===== src/rtl/uart_cmd_pkg.sv =====
// Shared constants, state encoding and config-byte helpers for the UART command controller.
package uart_cmd_pkg;

  localparam logic [7:0] OP_WRITE = 8'hAA;
  localparam logic [7:0] OP_READ  = 8'hBB;
  localparam logic [7:0] OP_CFG   = 8'hCC;

  localparam int CFG_PAR_EN_BIT  = 0;
  localparam int CFG_PAR_TYP_BIT = 1;
  localparam int CFG_PRESC_LSB   = 2;
  localparam int CFG_PRESC_MSB   = 7;

  localparam logic [7:0] CFG_RESET = 8'h21;

  localparam logic [5:0] PRESC_8  = 6'd8;
  localparam logic [5:0] PRESC_16 = 6'd16;
  localparam logic [5:0] PRESC_32 = 6'd32;

  typedef enum logic [2:0] {
    S_IDLE,
    S_WR_ADDR,
    S_WR_DATA,
    S_RD_ADDR,
    S_RD_WAIT,
    S_TX_SEND,
    S_CFG_DATA
  } cmd_state_e;

  function automatic logic presc_legal(input logic [5:0] presc);
    return (presc == PRESC_8) || (presc == PRESC_16) || (presc == PRESC_32);
  endfunction

endpackage


===== src/rtl/uart_rx_cmd_ctrl_if.sv =====
// Bundles the RX, register-file, TX and configuration signals around the command controller.
interface uart_rx_cmd_ctrl_if #(
  parameter int DATA_Width = 8,
  parameter int ADDR_Width = 4
);
  logic [DATA_Width-1:0] rx_p_data;
  logic                  rx_d_vld;
  logic                  rx_frm_err;
  logic                  wr_en;
  logic [ADDR_Width-1:0] wr_addr;
  logic [DATA_Width-1:0] wr_data;
  logic                  rd_en;
  logic [ADDR_Width-1:0] rd_addr;
  logic [DATA_Width-1:0] rd_data;
  logic                  rd_d_vld;
  logic [DATA_Width-1:0] tx_p_data;
  logic                  tx_d_vld;
  logic                  tx_busy;
  logic                  par_en;
  logic                  par_typ;
  logic [5:0]            prescale;
  logic                  cmd_err;

  modport master (
    input  rx_p_data, rx_d_vld, rx_frm_err, rd_data, rd_d_vld, tx_busy,
    output wr_en, wr_addr, wr_data, rd_en, rd_addr, tx_p_data, tx_d_vld,
           par_en, par_typ, prescale, cmd_err
  );

  modport slave (
    output rx_p_data, rx_d_vld, rx_frm_err, rd_data, rd_d_vld, tx_busy,
    input  wr_en, wr_addr, wr_data, rd_en, rd_addr, tx_p_data, tx_d_vld,
           par_en, par_typ, prescale, cmd_err
  );
endinterface


===== src/rtl/uart_cmd_timer.sv =====
// Inter-byte timeout counter: held at zero when disabled or cleared, expires at CYCLES-1.
module uart_cmd_timer #(
  parameter int CYCLES = 4096
) (
  input  logic clk,
  input  logic rst,
  input  logic clear,
  input  logic enable,
  output logic expire
);
  localparam int W = (CYCLES > 1) ? $clog2(CYCLES) : 1;

  logic [W-1:0] count;

  // A byte arriving in the expiry cycle wins over the timeout.
  assign expire = enable && !clear && (count == W'(CYCLES - 1));

  always_ff @(posedge clk) begin
    if (rst || clear || !enable) begin
      count <= '0;
    end else if (!expire) begin
      count <= count + 1'b1;
    end
  end
endmodule


===== src/rtl/uart_rx_cmd_ctrl.sv =====
// Parses 2-3 byte UART command frames into register writes/reads, read-back TX and live config.
// Optional inter-byte timeout is enabled by defining UART_CMD_TIMEOUT_EN.
module uart_rx_cmd_ctrl
  import uart_cmd_pkg::*;
#(
  parameter int DATA_Width     = 8,
  parameter int ADDR_Width     = 4,
  parameter int TIMEOUT_CYCLES = 4096
) (
  input logic             clk,
  input logic             rst,
  uart_rx_cmd_ctrl_if.master bus
);
  cmd_state_e state, state_n;

  logic                  wr_en_q, wr_en_n;
  logic [ADDR_Width-1:0] wr_addr_q, wr_addr_n;
  logic [DATA_Width-1:0] wr_data_q, wr_data_n;
  logic                  rd_en_q, rd_en_n;
  logic [ADDR_Width-1:0] rd_addr_q, rd_addr_n;
  logic [DATA_Width-1:0] tx_data_q, tx_data_n;
  logic                  tx_vld_q, tx_vld_n;
  logic                  par_en_q, par_en_n;
  logic                  par_typ_q, par_typ_n;
  logic [5:0]            presc_q, presc_n;
  logic                  err_q, err_n;
  logic                  timeout;
  logic [7:0]            rx_byte;

  assign rx_byte = bus.rx_p_data[7:0];

`ifdef UART_CMD_TIMEOUT_EN
  logic timed;

  assign timed = (state == S_WR_ADDR) || (state == S_WR_DATA) || (state == S_RD_ADDR) ||
                 (state == S_CFG_DATA) || (state == S_RD_WAIT);

  uart_cmd_timer #(
    .CYCLES(TIMEOUT_CYCLES)
  ) u_timer (
    .clk   (clk),
    .rst   (rst),
    .clear (bus.rx_d_vld),
    .enable(timed),
    .expire(timeout)
  );
`else
  assign timeout = 1'b0;
`endif

  always_comb begin
    state_n   = state;
    wr_en_n   = 1'b0;
    rd_en_n   = 1'b0;
    tx_vld_n  = 1'b0;
    err_n     = 1'b0;
    wr_addr_n = wr_addr_q;
    wr_data_n = wr_data_q;
    rd_addr_n = rd_addr_q;
    tx_data_n = tx_data_q;
    par_en_n  = par_en_q;
    par_typ_n = par_typ_q;
    presc_n   = presc_q;

    case (state)
      S_IDLE: begin
        if (bus.rx_frm_err) begin
          err_n = 1'b1;
        end else if (bus.rx_d_vld) begin
          case (rx_byte)
            OP_WRITE: state_n = S_WR_ADDR;
            OP_READ:  state_n = S_RD_ADDR;
            OP_CFG:   state_n = S_CFG_DATA;
            default:  err_n   = 1'b1;
          endcase
        end
      end
      S_WR_ADDR: begin
        if (bus.rx_frm_err || timeout) begin
          err_n   = 1'b1;
          state_n = S_IDLE;
        end else if (bus.rx_d_vld) begin
          wr_addr_n = bus.rx_p_data[ADDR_Width-1:0];
          state_n   = S_WR_DATA;
        end
      end
      S_WR_DATA: begin
        if (bus.rx_frm_err || timeout) begin
          err_n   = 1'b1;
          state_n = S_IDLE;
        end else if (bus.rx_d_vld) begin
          wr_data_n = bus.rx_p_data;
          wr_en_n   = 1'b1;
          state_n   = S_IDLE;
        end
      end
      S_RD_ADDR: begin
        if (bus.rx_frm_err || timeout) begin
          err_n   = 1'b1;
          state_n = S_IDLE;
        end else if (bus.rx_d_vld) begin
          rd_addr_n = bus.rx_p_data[ADDR_Width-1:0];
          rd_en_n   = 1'b1;
          state_n   = S_RD_WAIT;
        end
      end
      // Framing errors are ignored here so an in-flight read still returns its byte.
      S_RD_WAIT: begin
        if (timeout) begin
          err_n   = 1'b1;
          state_n = S_IDLE;
        end else if (bus.rd_d_vld) begin
          tx_data_n = bus.rd_data;
          state_n   = S_TX_SEND;
        end
      end
      S_TX_SEND: begin
        if (!bus.tx_busy) begin
          tx_vld_n = 1'b1;
          state_n  = S_IDLE;
        end
      end
      S_CFG_DATA: begin
        if (bus.rx_frm_err || timeout) begin
          err_n   = 1'b1;
          state_n = S_IDLE;
        end else if (bus.rx_d_vld) begin
          state_n = S_IDLE;
          if (presc_legal(rx_byte[CFG_PRESC_MSB:CFG_PRESC_LSB])) begin
            par_en_n  = rx_byte[CFG_PAR_EN_BIT];
            par_typ_n = rx_byte[CFG_PAR_TYP_BIT];
            presc_n   = rx_byte[CFG_PRESC_MSB:CFG_PRESC_LSB];
          end else begin
            err_n = 1'b1;
          end
        end
      end
      default: state_n = S_IDLE;
    endcase
  end

  always_ff @(posedge clk) begin
    if (rst) begin
      state     <= S_IDLE;
      wr_en_q   <= 1'b0;
      wr_addr_q <= '0;
      wr_data_q <= '0;
      rd_en_q   <= 1'b0;
      rd_addr_q <= '0;
      tx_data_q <= '0;
      tx_vld_q  <= 1'b0;
      err_q     <= 1'b0;
      par_en_q  <= CFG_RESET[CFG_PAR_EN_BIT];
      par_typ_q <= CFG_RESET[CFG_PAR_TYP_BIT];
      presc_q   <= CFG_RESET[CFG_PRESC_MSB:CFG_PRESC_LSB];
    end else begin
      state     <= state_n;
      wr_en_q   <= wr_en_n;
      wr_addr_q <= wr_addr_n;
      wr_data_q <= wr_data_n;
      rd_en_q   <= rd_en_n;
      rd_addr_q <= rd_addr_n;
      tx_data_q <= tx_data_n;
      tx_vld_q  <= tx_vld_n;
      err_q     <= err_n;
      par_en_q  <= par_en_n;
      par_typ_q <= par_typ_n;
      presc_q   <= presc_n;
    end
  end

  assign bus.wr_en     = wr_en_q;
  assign bus.wr_addr   = wr_addr_q;
  assign bus.wr_data   = wr_data_q;
  assign bus.rd_en     = rd_en_q;
  assign bus.rd_addr   = rd_addr_q;
  assign bus.tx_p_data = tx_data_q;
  assign bus.tx_d_vld  = tx_vld_q;
  assign bus.par_en    = par_en_q;
  assign bus.par_typ   = par_typ_q;
  assign bus.prescale  = presc_q;
  assign bus.cmd_err   = err_q;
endmodule


===== src/flat_wrapper.sv =====
// flat-port wrapper written by rule: the top's interface ports become plain ports
module uart_rx_cmd_ctrl_flat import uart_cmd_pkg::*;
#(
  parameter int DATA_Width     = 8,
  parameter int ADDR_Width     = 4,
  parameter int TIMEOUT_CYCLES = 4096
)
  (clk, rst, bus_rx_p_data, bus_rx_d_vld, bus_rx_frm_err, bus_rd_data, bus_rd_d_vld, bus_tx_busy, bus_wr_en, bus_wr_addr, bus_wr_data, bus_rd_en, bus_rd_addr, bus_tx_p_data, bus_tx_d_vld, bus_par_en, bus_par_typ, bus_prescale, bus_cmd_err);
  uart_rx_cmd_ctrl_if #(.DATA_Width(DATA_Width), .ADDR_Width(ADDR_Width)) bus_i ();
  input logic clk;
  input logic rst;
  input wire logic [$bits(bus_i.rx_p_data)-1:0] bus_rx_p_data;
  input wire logic [$bits(bus_i.rx_d_vld)-1:0] bus_rx_d_vld;
  input wire logic [$bits(bus_i.rx_frm_err)-1:0] bus_rx_frm_err;
  input wire logic [$bits(bus_i.rd_data)-1:0] bus_rd_data;
  input wire logic [$bits(bus_i.rd_d_vld)-1:0] bus_rd_d_vld;
  input wire logic [$bits(bus_i.tx_busy)-1:0] bus_tx_busy;
  output wire logic [$bits(bus_i.wr_en)-1:0] bus_wr_en;
  output wire logic [$bits(bus_i.wr_addr)-1:0] bus_wr_addr;
  output wire logic [$bits(bus_i.wr_data)-1:0] bus_wr_data;
  output wire logic [$bits(bus_i.rd_en)-1:0] bus_rd_en;
  output wire logic [$bits(bus_i.rd_addr)-1:0] bus_rd_addr;
  output wire logic [$bits(bus_i.tx_p_data)-1:0] bus_tx_p_data;
  output wire logic [$bits(bus_i.tx_d_vld)-1:0] bus_tx_d_vld;
  output wire logic [$bits(bus_i.par_en)-1:0] bus_par_en;
  output wire logic [$bits(bus_i.par_typ)-1:0] bus_par_typ;
  output wire logic [$bits(bus_i.prescale)-1:0] bus_prescale;
  output wire logic [$bits(bus_i.cmd_err)-1:0] bus_cmd_err;
  assign bus_i.rx_p_data = bus_rx_p_data;
  assign bus_i.rx_d_vld = bus_rx_d_vld;
  assign bus_i.rx_frm_err = bus_rx_frm_err;
  assign bus_i.rd_data = bus_rd_data;
  assign bus_i.rd_d_vld = bus_rd_d_vld;
  assign bus_i.tx_busy = bus_tx_busy;
  assign bus_wr_en = bus_i.wr_en;
  assign bus_wr_addr = bus_i.wr_addr;
  assign bus_wr_data = bus_i.wr_data;
  assign bus_rd_en = bus_i.rd_en;
  assign bus_rd_addr = bus_i.rd_addr;
  assign bus_tx_p_data = bus_i.tx_p_data;
  assign bus_tx_d_vld = bus_i.tx_d_vld;
  assign bus_par_en = bus_i.par_en;
  assign bus_par_typ = bus_i.par_typ;
  assign bus_prescale = bus_i.prescale;
  assign bus_cmd_err = bus_i.cmd_err;
  uart_rx_cmd_ctrl #(.DATA_Width(DATA_Width), .ADDR_Width(ADDR_Width), .TIMEOUT_CYCLES(TIMEOUT_CYCLES)) u_core (.clk(clk), .rst(rst), .bus(bus_i));
endmodule

===== config.mk =====
export PLATFORM = sky130hd
export DESIGN_NAME = uart_rx_cmd_ctrl_flat
export DESIGN_NICKNAME = d
export VERILOG_FILES = /design/src/rtl/uart_cmd_pkg.sv /design/src/rtl/uart_rx_cmd_ctrl_if.sv /design/src/rtl/uart_cmd_timer.sv /design/src/rtl/uart_rx_cmd_ctrl.sv /design/src/flat_wrapper.sv
export SDC_FILE = /design/constraint.sdc
export NUM_CORES = 1
export LEC_CHECK = 0
export CAP_MARGIN = 20
export CELL_PAD_IN_SITES_DETAIL_PLACEMENT = 1
export CELL_PAD_IN_SITES_GLOBAL_PLACEMENT = 1
export CORE_MARGIN = 2
export CORE_UTILIZATION = 33
export CTS_CLUSTER_DIAMETER = 30
export DETAILED_ROUTE_END_ITERATION = 8
export GPL_TIMING_DRIVEN = 0
export PLACE_DENSITY_LB_ADDON = 0.1
export SLEW_MARGIN = 0
export SYNTH_ARGS = -nofsm -noshare
export SYNTH_HDL_FRONTEND = slang
export SYNTH_SLANG_ARGS = --single-unit

===== constraint.sdc =====
create_clock -name clk -period 2.2 [get_ports clk]
set_clock_uncertainty 0.05 [all_clocks]
set_input_delay 0.44 -clock clk [delete_from_list [all_inputs] [get_ports clk]]
set_output_delay 0.44 -clock clk [all_outputs]
set_load 0.01 [all_outputs]

* After elaboration in Yosys (flattened, before gate mapping)
Index checks and enable logic that the tools add are counted. Widths: inputs -> output; s select.
Storage, ports and cells: register bits after elaboration 39, bits in latches 0, memory bits (writable) 0, memory bits (read-only) 0, bits of input ports 22, output and inout bits 36, word-level logic and storage cells 74, memories 0
Cells by class: add/sub/neg operators 0, multipliers 0, div/mod/pow operators 0, order comparisons 0, equal/unequal tests 20, shift operators 0, multiplexer cells 23, bitwise gates (word level) 4, reduce and logical (&&, ||, !) cells 15
Operator list (count):
- $mux 3 | 10
- $eq 8x8->1 const B | 3
- $pmux 3 s6 | 1
- $mux 1 | 10
- $eq 3x3->1 const B | 3
- $pmux 3 s3 | 1
- $reduce_and 3->1 | 3
- $ne 2x2->1 const B | 4
- $reduce_and 8->1 | 1
- $reduce_or 2->1 | 4
- $eq 3x2->1 const B | 2
- $eq 6x4->1 const B | 1
- $eq 6x5->1 const B | 1
- $eq 6x6->1 const B | 1
- $ne 3x3->1 const B | 2
- $reduce_or 3->1 | 2
- $ne 4x4->1 const B | 1
- $not 1->1 | 4
- $reduce_and 4->1 | 1
- $eq 3x1->1 const B | 1
- $logic_not 3->1 | 1
- $ne 3x1->1 const B | 1
- $pmux 1 s3 | 1
- $logic_or 1x1->1 | 2
- $reduce_and 2->1 | 1

* Longest topological paths before layout
Gate-level depths: netlist (run 1).
depth after elaboration 7, mapped depth 7, gate-level depth less buffers 5

* Worst setup path before layout (run 1)
OpenSTA, ideal clock, no wires.
path type input port to flip-flop, start point input port bus_rx_p_data[4], end point register u_core.state[0], library setup time 0.123 ns, arrival 1.492 ns, data required time 2.027 ns, setup slack 0.535 ns, stages 5, buffers on the path 0, cells stage by stage nor4b_1 and4b_4 a311oi_2 nor2_2 mux2_1
On the way: cells in the longest elaborated chain, start to end 5, elaborated cells between the ends (all ways) 9, those cells by class 4 x eq/ne; 4 x mux; 1 x reduce/logical
RTL lines:
- start, declared | line flat_wrapper.sv:12 | input wire logic [$bits(bus_i.rx_p_data)-1:0] bus_rx_p_data;
- $eq 8x8->1 | line uart_rx_cmd_ctrl.sv:70 | case (rx_byte)
- $pmux 3 s3 | line uart_rx_cmd_ctrl.sv:70
- $mux 3 | line uart_rx_cmd_ctrl.sv:69 | end else if (bus.rx_d_vld) begin
- $mux 3 | line uart_rx_cmd_ctrl.sv:67 | if (bus.rx_frm_err) begin
- $pmux 3 s6 | line uart_rx_cmd_ctrl.sv:65 | case (state)
- end signal, assigned | line uart_rx_cmd_ctrl.sv:157 | state <= state_n;
- end, declared | line uart_rx_cmd_ctrl.sv:14 | cmd_state_e state, state_n;
Parallel ways exist; a longest one is shown, timed or not. The select of a mux whose other input is x is not followed. A chain may end at the register's enable or synchronous reset.

* Worst setup path in the final report (run 1)
start point input port bus_rx_p_data[1], end point register u_core.state[0]
The elaborated chain is that of the path after synthesis.

==> metrics.csv, run 1 <==
metric;value;unit
area of the mapped netlist;1650;um^2
nets;247;
Synth area leader;dfxtp_1;
utilization after layout;50.7;%
final hold vios;0;
synth warn;0;
Top Ports;58;
vias after detailed routing;1443;
Starting Density;34.6;%
overall routing resource usage;17.4;%
setup repair bufs after CTS;0;
Finish-stage setup viols;0;
top_reg_cell synth;dfxtp_1;
PwrDens;737;nW/um^2
status;completed;
worst hold path class;reg2reg;
final slew viol count;0;
Buffers on Ports;57;
CP Capture Type;flip-flop;
vias per std cell;4.92;
Rows;25;
GPL Wtd Cong;0.801;
Worst EP required;2.32;ns
Clock Pin Slew Worst Setup and Hold Paths;0.07;ns
Lkg Pwr;0.931;nW
syn_nets;183;
final wirelength;4540;um
first-pass GRT wire length;7300;um
Cell variety after synth;43;
mean post-synth cell area;10.3;um^2
largest net degree at the start of global routing;13;
element type at the critical path start;input pin;
# H-tree levels;2;
WHS;0.430;ns
Crit Path Max Fanout;6;
flop2flop setup slack;0.51;ns
Rel. slew slack;64.8;%
total grt overflow;0;
post-cts resize count;0;
Placeable Area;4790;um^2
die height;74.8;um
Async SR Flop Fraction;0;%
synthesis-stage register bit count;39;
Die W;74.8;um
crit path DAT;2.21;ns
Multi-input gate area;811;um^2
post-route ant nets;0;
Layout Cells excl Fill;293;
maximum resistive drop on vdd;519;uV
Root Buffer;clkbuf_8;
Post-synth EDFFs;0;
Final min period;2.09;ns
antenna cell count;0;
initial antenna violation count;0;
Reg area;781;um^2
hold_buf cts;0;
sequential share of the synthesized area;47.2;%
clk sink count;39;
cells after synthesis;161;
final setup TNS;0;ns
Area Overhead vs Synth;46.6;%
violation count after the first detailed-routing iteration;83;
Yosys top cell area share;47.2;%
RSZ-0062 raised after global routing;false;
Clk Latency, worst-skew pair;0.28;ns
MaxCap Viol Count;0;
synth top area cells;dfxtp_1 47%, mux2i_1 17%, nor2_1 7.5%;
CTS tree;yes;
Avg WL per Cell;15.5;um
Slew @ Worst Pin;0.529;ns
CTS buffer count;5;
Slowest cell on crit path;clkdlybuf4s50_1;
vias in the first global route;1505;
Die Footprint;5600;um^2
FILL cells;549;
placed cells;285;
share of layout cells above drive strength 1;12.4;%
Remaining DRCs;0;
Clock Path Buffers;2;
detailed placer's ending HPWL;3440;um
Critical Path, Cell by Cell;clkdlybuf4s50_1 -> nor4bb_2 -> a311oi_2 -> nor2_2 -> mux2_1;
Final Cycle Share;95.0;%
Max Freq;479;MHz
crit-path max cell delay;0.62;ns
DRT Pass-1 Iters;5;
Worst Setup Path Type;in2reg;
[sequential cells by signal, indices dropped and copies added, names as in the netlist]
register,cells
u_core.bus.tx_p_data,8
u_core.bus.wr_data,8
u_core.bus.prescale,6
u_core.bus.rd_addr,4
u_core.bus.wr_addr,4
u_core.state,3
u_core.bus.cmd_err,1
u_core.bus.par_en,1
u_core.bus.par_typ,1
u_core.bus.rd_en,1
u_core.bus.tx_d_vld,1
u_core.bus.wr_en,1
[routing by layer]
layer | part of all wire [%] | global-route usage [%]
met5 | 0 | 0
met4 | 1.2 | 6.15
met3 | 5.9 | 4.95
met2 | 49 | 30.2
met1 | 44 | 20.6
[final cells by class]
class,count,area share (%)
Inverter,1,0.258
Multi-Input combinational cell,110,33.4
Clock buffer,7,3.97
Clock inverter,1,0.310
Timing Repair Buffer,57,23.5
Sequential cell,39,32.2
Buffer,11,2.84
Tap cell,67,3.46
[Yosys cell counts (all sizes together), types with 3 or more instances]
cell type	number
dfxtp	39
nor2	35
mux2i	28
buf	7
nor3	5
a21oi	4
clkbuf	4
nand2b	3
nor2b	3
nor3b	3
[worst max-delay path, delay by kind of cell]
kind	cells	cell delay, ns
compound gates	1	0.19
simple gates	2	0.62
buf+inv	1	0.62
mux	1	0.34
[where the power goes]
group          total (mW)  switching (mW)  internal, mW
combinational       0.482           0.242         0.241
sequential          0.776          0.0240         0.752
clock               0.528           0.243         0.285
[logic make-up (layout without fill, tap and decap cells)]
kind of cell | count (synthesis) | count (layout) | share of synthesized area, %
and+or+nand+nor | 62 | 62 | 20.7
DFF | 39 | 39 | 47.2
muxes | 29 | 29 | 17.6
AOI/OAI and AO/OA | 17 | 17 | 8.85
buffers and inverters | 12 | 77 | 4.54
xor gates and xnor gates | 2 | 2 | 1.06
[stage by stage]
stage,total power [mW],setup slack (ns),area [um^2]
6_report,1.79,0.111,2420
5_1_grt,1.88,0.0439,2420
4_1_cts,1.81,0.0191,2410
3_5_place_dp,1.27,-0.286,2310
3_3_place_gp,1.25,-0.185,2310
2_1_floorplan,1.09,0.535,1650
[worst paths after layout]
check	startpoint	end	depth (start not counted)
worst max-delay path	bus_rx_p_data[1]	u_core.state[0]$_SDFFE_PP0P_	5
worst min register to register	u_core.bus.prescale[0]$_SDFFE_PP0P_	u_core.bus.prescale[0]$_SDFFE_PP0P_	1
worst min-delay path	u_core.bus.prescale[0]$_SDFFE_PP0P_	u_core.bus.prescale[0]$_SDFFE_PP0P_	1
worst max register to register	u_core.state[0]$_SDFFE_PP0P_	u_core.state[0]$_SDFFE_PP0P_	6
[layout by cell type, fill, tap and decap left out, types with 2 or more instances in the layout]
cell,instances
a21oi_1,4
buf_2,4
buf_6,3
clkbuf_1,4
clkbuf_8,7
clkdlybuf4s50_1,57
dfxtp_1,39
mux2i_1,28
nand2b_1,2
nand4b_1,2
nor2_1,33
nor2b_1,3
nor3_1,5
nor3b_1,3
nor4b_2,2
Note: power is estimated with default switching activity, not from simulation.
==> run 2, diff against run 1 <==
CORE_MARGIN = 3   (was 2)
GPL_ROUTABILITY_DRIVEN = 0   (was not set)
clock period = 2.4 ns   (was 2.2 ns; I/O delays follow)
==> run 2 against run 1 <==
Setup slack better by 0.10 ns. Register-to-register slack improved by 0.19 ns. Sequential cell count unchanged. Global-route usage is 1.4 points lower. Die area rose by 5.4%. Sequential power fell by 8.4%. Wire length is 0.46% lower. First-iteration DRC count shrank 25%. Hold slack improved by 0.0049 ns.
==> metrics.csv, run 2 (synthesized netlist as in run 1, its figures left out) <==
metric;value;unit;change
Root Buffer;clkbuf_8;;
Buffers on Ports;57;;unchanged
antenna cell count;0;;unchanged
crit-path max cell delay;0.61;ns;about the same
element type at the critical path start;input pin;;
Critical Path, Cell by Cell;clkdlybuf4s50_1 -> nor4bb_1 -> a311oi_2 -> nor2_2 -> mux2_1;;
Max Freq;457;MHz;
post-route ant nets;0;;unchanged
Cell Area, Placed;2310;um^2;unchanged
initial antenna violation count;0;;unchanged
Logic pwr share;28.0;%;+1.0 points
final hold vios;0;;unchanged
hold_buf cts;0;;unchanged
cell area after layout;2390;um^2;-1.4%
final wirelength;4520;um;-0.46%
Crit Path Max Fanout;6;;unchanged
status;completed;;
CP delay by family, top;simple AND/OR/NAND/NOR gates;;
DRT Pass-1 Iters;4;;-1
detailed placer's ending HPWL;3450;um;+0.17%
Clock Pin Slew Worst Setup and Hold Paths;0.07;ns;about the same
Clk Latency, worst-skew pair;0.28;ns;about the same
clk sink count;39;;unchanged
Final min period;2.19;ns;
first-pass GRT wire length;7580;um;+3.8%
total grt overflow;0;;unchanged
Placeable Area;4790;um^2;unchanged
nets;247;;unchanged
Avg WL per Cell;15.4;um;-0.46%
Die W;76.8;um;+2.7%
commonest non-fill, non-tap cells in the layout;57 x clkdlybuf4s50_1, 39 x dfxtp_1, 33 x nor2_1;;
crit path DAT;2.31;ns;+0.10 ns
setup repair bufs after CTS;0;;unchanged
maximum resistive drop on vdd;321;uV;-38%
die height;76.8;um;+2.7%
Sw Share;29.3;%;+0.80 points
RSZ-0062 raised after global routing;false;;
# H-tree levels;2;;unchanged
Remaining DRCs;0;;unchanged
worst hold path class;reg2reg;;
Multi-input gate area;798;um^2;-1.5%
final slew viol count;0;;unchanged
Die Footprint;5900;um^2;+5.4%
Worst Setup Path Type;in2reg;;
MaxCap Viol Count;0;;unchanged
share of layout cells above drive strength 1;10.6;%;-1.8 points
Pint;1.11;mW;-13%
commonest non-fill, non-tap cell in the layout;clkdlybuf4s50_1;;
Worst EP required;2.53;ns;+0.21 ns
CTS tree;yes;;
Rel. slew slack;66.6;%;+1.8 points
Finish-stage setup viols;0;;unchanged
Rows;25;;unchanged
violation count after the first detailed-routing iteration;62;;-25%
post-cts resize count;0;;unchanged
vias per std cell;4.80;;-2.6%
Clock Path Buffers;2;;unchanged
Area Overhead vs Synth;44.5;%;
Buf/Inv on CP;1;;unchanged
Lkg Pwr;0.921;nW;-1.1%
Final Cycle Share;91.1;%;
FILL cells;566;;+3.1%
Slowest cell on crit path;clkdlybuf4s50_1;;
CP Capture Type;flip-flop;;
clock network fraction of design power;26.8;%;-2.7 points
utilization after layout;49.9;%;-0.73 points
WHS;0.435;ns;+0.00493 ns
Top Ports;58;;unchanged
Reg area;781;um^2;unchanged
CTS buffer count;5;;unchanged
vias in the first global route;1519;;+0.93%
largest net degree at the start of global routing;12;;-1
Slew @ Worst Pin;0.501;ns;-0.0277 ns
Flop pwr share;45.2;%;+1.8 points
vias after detailed routing;1406;;-2.6%
Starting Density;34.6;%;unchanged
overall routing resource usage;16.0;%;-1.4 points
Net Sw Power;0.461;mW;-9.4%
PwrDens;659;nW/um^2;-11%
run 2: cell count changes in the layout (fill, tap and decap cells not counted), sizes merged:
cell	previous run	this run
clkinvlp	1	0
clkinv	0	1
run 2: path summary, 6_finish.rpt:
path / startpoint / to / slack (ns) / cells past startpoint
min: u_core.bus.prescale[2]$_SDFFE_PP0P_ / u_core.bus.prescale[2]$_SDFFE_PP0P_ / 0.43 / 1
min reg2reg: u_core.bus.prescale[2]$_SDFFE_PP0P_ / u_core.bus.prescale[2]$_SDFFE_PP0P_ / 0.43 / 1
max: bus_rx_p_data[1] / u_core.state[0]$_SDFFE_PP0P_ / 0.21 / 5
max reg2reg: u_core.state[0]$_SDFFE_PP0P_ / u_core.state[0]$_SDFFE_PP0P_ / 0.70 / 6
run 2: final cells by class:
type	count	area share (%)
Clock buffer	7	3.19
Multi-Input combinational cell	110	33.4
Inverter	1	0.262
Buffer	11	2.88
Clock inverter	1	0.209
Tap cell	67	3.51
Sequential cell	39	32.7
Timing Repair Buffer	57	23.9
run 2: routing by layer:
metal	GRT usage (%)	part of all wire, %
met5	0	0
met4	3.80	0.55
met3	5.75	6.0
met2	28.0	50
met1	18.4	43
run 2: metrics by stage:
| step | setup slack (ns) | cells | setup TNS (ns) | total power [mW] |
|---|---|---|---|---|
| 2_1_floorplan | 0.695 | 161 | 0 | 1.00 |
| 3_3_place_gp | -0.0179 | 285 | -0.0179 | 1.15 |
| 3_5_place_dp | -0.0724 | 285 | -0.0724 | 1.17 |
| 4_1_cts | 0.220 | 293 | 0 | 1.59 |
| 5_1_grt | 0.0796 | 293 | 0 | 1.66 |
| 6_report | 0.213 | 293 | 0 | 1.57 |
run 2: power groups by stage:
stage               clock (mW)  sequential [mW]  combinational, mW
global placement             0            0.724              0.423
detailed placement           0            0.728              0.439
floorplan                    0            0.736              0.266
CTS                      0.439            0.712              0.442
global route             0.461            0.716              0.483
finish                   0.422            0.711              0.441
run 2: worst register-to-register path, cell delays in order (launching register included):
cell and delay [ns]:
dfxtp_1 0.33, buf_2 0.19, nor2_4 0.18, nand2_1 0.10, a311oi_2 0.34, nor2_2 0.09
mux2_1 0.31
==> run 3, diff against run 2 <==
REMOVE_ABC_BUFFERS = 1   (was not set)
==> run 3 against run 2 <==
Sequential power is 5.3% higher. Largest cell class unchanged. Core utilization about the same. Critical path depth did not move. Sequential share of layout area hardly changed. Die area is the same. Design area is essentially flat. Register-to-register slack got worse by 0.35 ns. Total power is 8.2% higher.
==> metrics.csv, run 3 (synthesized netlist as in run 1, its figures left out) <==
metric;value;unit;change
setup repair bufs after CTS;0;;unchanged
Crit Path Max Fanout;9;;+3
Slowest cell on crit path;nand4b_1;;
vias after detailed routing;1403;;-0.21%
placed cells;275;;-3.5%
cell area after layout;2390;um^2;about the same
Area Overhead vs Synth;44.6;%;about the same
Worst Setup Path Type;in2reg;;
element type at the critical path start;input pin;;
Flop pwr share;44.0;%;-1.2 points
vias in the first global route;1516;;-0.20%
FILL cells;546;;-3.5%
overall routing resource usage;15.8;%;-0.16 points
Slew @ Worst Pin;0.701;ns;+0.200 ns
Clk Latency, worst-skew pair;0.29;ns;about the same
RSZ-0062 raised after global routing;false;;
Root Buffer;clkbuf_8;;
Net Sw Power;0.466;mW;+1.2%
commonest non-fill, non-tap cell in the layout;clkdlybuf4s50_1;;
MaxCap Viol Count;0;;unchanged
Rows;25;;unchanged
Max Freq;456;MHz;-0.33%
Clock Pin Slew Worst Setup and Hold Paths;0.08;ns;about the same
most used cell, CP;nor2_1;;
Sw Share;27.4;%;-1.9 points
# H-tree levels;2;;unchanged
violation count after the first detailed-routing iteration;60;;-3.2%
Worst EP required;2.53;ns;about the same
first-pass GRT wire length;7400;um;-2.4%
Critical Path, Cell by Cell;clkdlybuf4s50_1 -> nor2_1 -> nand4b_1 -> mux2i_1 -> nor2_1;;
CP Capture Type;flip-flop;;
Buf/Inv on CP;1;;unchanged
Final min period;2.19;ns;+0.00716 ns
final wirelength;4400;um;-2.5%
hold_buf cts;0;;unchanged
CP delay by family, top;simple AND/OR/NAND/NOR gates;;
CTS buffer count;5;;unchanged
crit-path max cell delay;0.61;ns;about the same
Remaining DRCs;0;;unchanged
PwrDens;712;nW/um^2;+8.1%
status;completed;;
final worst setup slack;0.206;ns;-0.00716 ns
Rel. slew slack;53.0;%;-14 points
Die W;76.8;um;unchanged
total grt overflow;0;;unchanged
detailed placer's ending HPWL;3310;um;-4.2%
post-route ant nets;0;;unchanged
Cell Area, Placed;2270;um^2;-1.8%
flop2flop setup slack;0.35;ns;-0.35 ns
initial antenna violation count;0;;unchanged
Lkg Pwr;0.921;nW;about the same
Logic pwr share;22.2;%;-5.8 points
share of layout cells above drive strength 1;9.26;%;-1.4 points
Die Footprint;5900;um^2;unchanged
Final Cycle Share;91.4;%;+0.30 points
clk sink count;39;;unchanged
Avg WL per Cell;15.6;um;+0.99%
die height;76.8;um;unchanged
Finish-stage setup viols;0;;unchanged
post-cts resize count;0;;unchanged
Starting Density;34.6;%;unchanged
worst hold path class;reg2reg;;
DRT Pass-1 Iters;4;;unchanged
Placeable Area;4790;um^2;unchanged
Clock Path Buffers;2;;unchanged
final hold vios;0;;unchanged
clock network fraction of design power;33.8;%;+7.0 points
dpl ws;-0.259;ns;-0.187 ns
CTS tree;yes;;
Buffers on Ports;57;;unchanged
Layout Cells excl Fill;283;;-3.4%
final slew viol count;0;;unchanged
largest net degree at the start of global routing;29;;+17
maximum resistive drop on vdd;383;uV;+19%
antenna cell count;0;;unchanged
Top Ports;58;;unchanged
vias per std cell;4.96;;+3.3%
crit path DAT;2.33;ns;+0.02 ns
commonest non-fill, non-tap cells in the layout;56 x clkdlybuf4s50_1, 39 x dfxtp_1, 33 x nor2_1;;
Pint;1.24;mW;+11%
nets;237;;-4.0%
final setup TNS;0;ns;unchanged
run 3: changes by cell type in the layout (fill, tap and decap cells not counted), sizes merged:
cell           previous run  this run
bufinv                    0         1
buf                       7         1
dlymetal6s2s              0         1
clkdlybuf4s50            57        56
inv                       1         2
clkinv                    1         0
clkbuf                   11         6
run 3: cell type report:
class	instances	area (um^2)	share of cell area (%)
clock inverters	2	38.8	1.62
repair buffers	58	601	25.1
clock buffers	6	82.6	3.45
flip-flops and latches	39	781	32.7
inverters	1	6.26	0.262
multi-input cells	110	798	33.4
well taps	67	83.8	3.51
run 3: path summary, 6_finish.rpt:
check / from / cells after the start / end
worst max-delay path: bus_rx_frm_err / 5 / u_core.bus.wr_data[1]$_SDFFE_PP0P_
worst min-delay path: u_core.bus.prescale[0]$_SDFFE_PP0P_ / 1 / u_core.bus.prescale[0]$_SDFFE_PP0P_
worst max register to register: u_core.state[1]$_SDFFE_PP0P_ / 5 / u_core.bus.prescale[4]$_SDFFE_PP0P_
worst min register to register: u_core.bus.prescale[0]$_SDFFE_PP0P_ / 1 / u_core.bus.prescale[0]$_SDFFE_PP0P_
run 3: per-layer routing:
layer | track usage (%) | wire, um | up-vias | part of all wire [%]
met1 | 16.9 | 1750 | 681 | 40
met5 | 0 | 0 | - | 0
met2 | 28.7 | 2340 | 43 | 53
met4 | 6.34 | 64 | 0 | 1.5
li1 | - | - | 671 | -
met3 | 5.05 | 251 | 8 | 5.7
run 3: worst register-to-register path: cells and delay by family, from the launching register on:
family / cells / cell delay (ns)
flops: 1 / 0.60
simple gates: 3 / 0.52
compound gates: 1 / 0.51
mux: 1 / 0.24
run 3: power groups by stage:
stage | sequential (mW) | combinational, mW | clock, mW
finish | 0.749 | 0.378 | 0.575
global route | 0.756 | 0.417 | 0.622
CTS | 0.750 | 0.384 | 0.596
detailed placement | 0.765 | 0.381 | 0
global placement | 0.758 | 0.362 | 0
floorplan | 0.764 | 0.209 | 0
run 3: stage by stage:
stage	hold WS, ns	utilization [%]	power [mW]
final	0.428	50.0	1.70
after global routing	0.457	50.0	1.79
after CTS	0.430	49.9	1.73
after detailed placement	0.419	47.4	1.15
after global placement	0.414	46.8	1.12
after floorplan	0.449	-	0.973
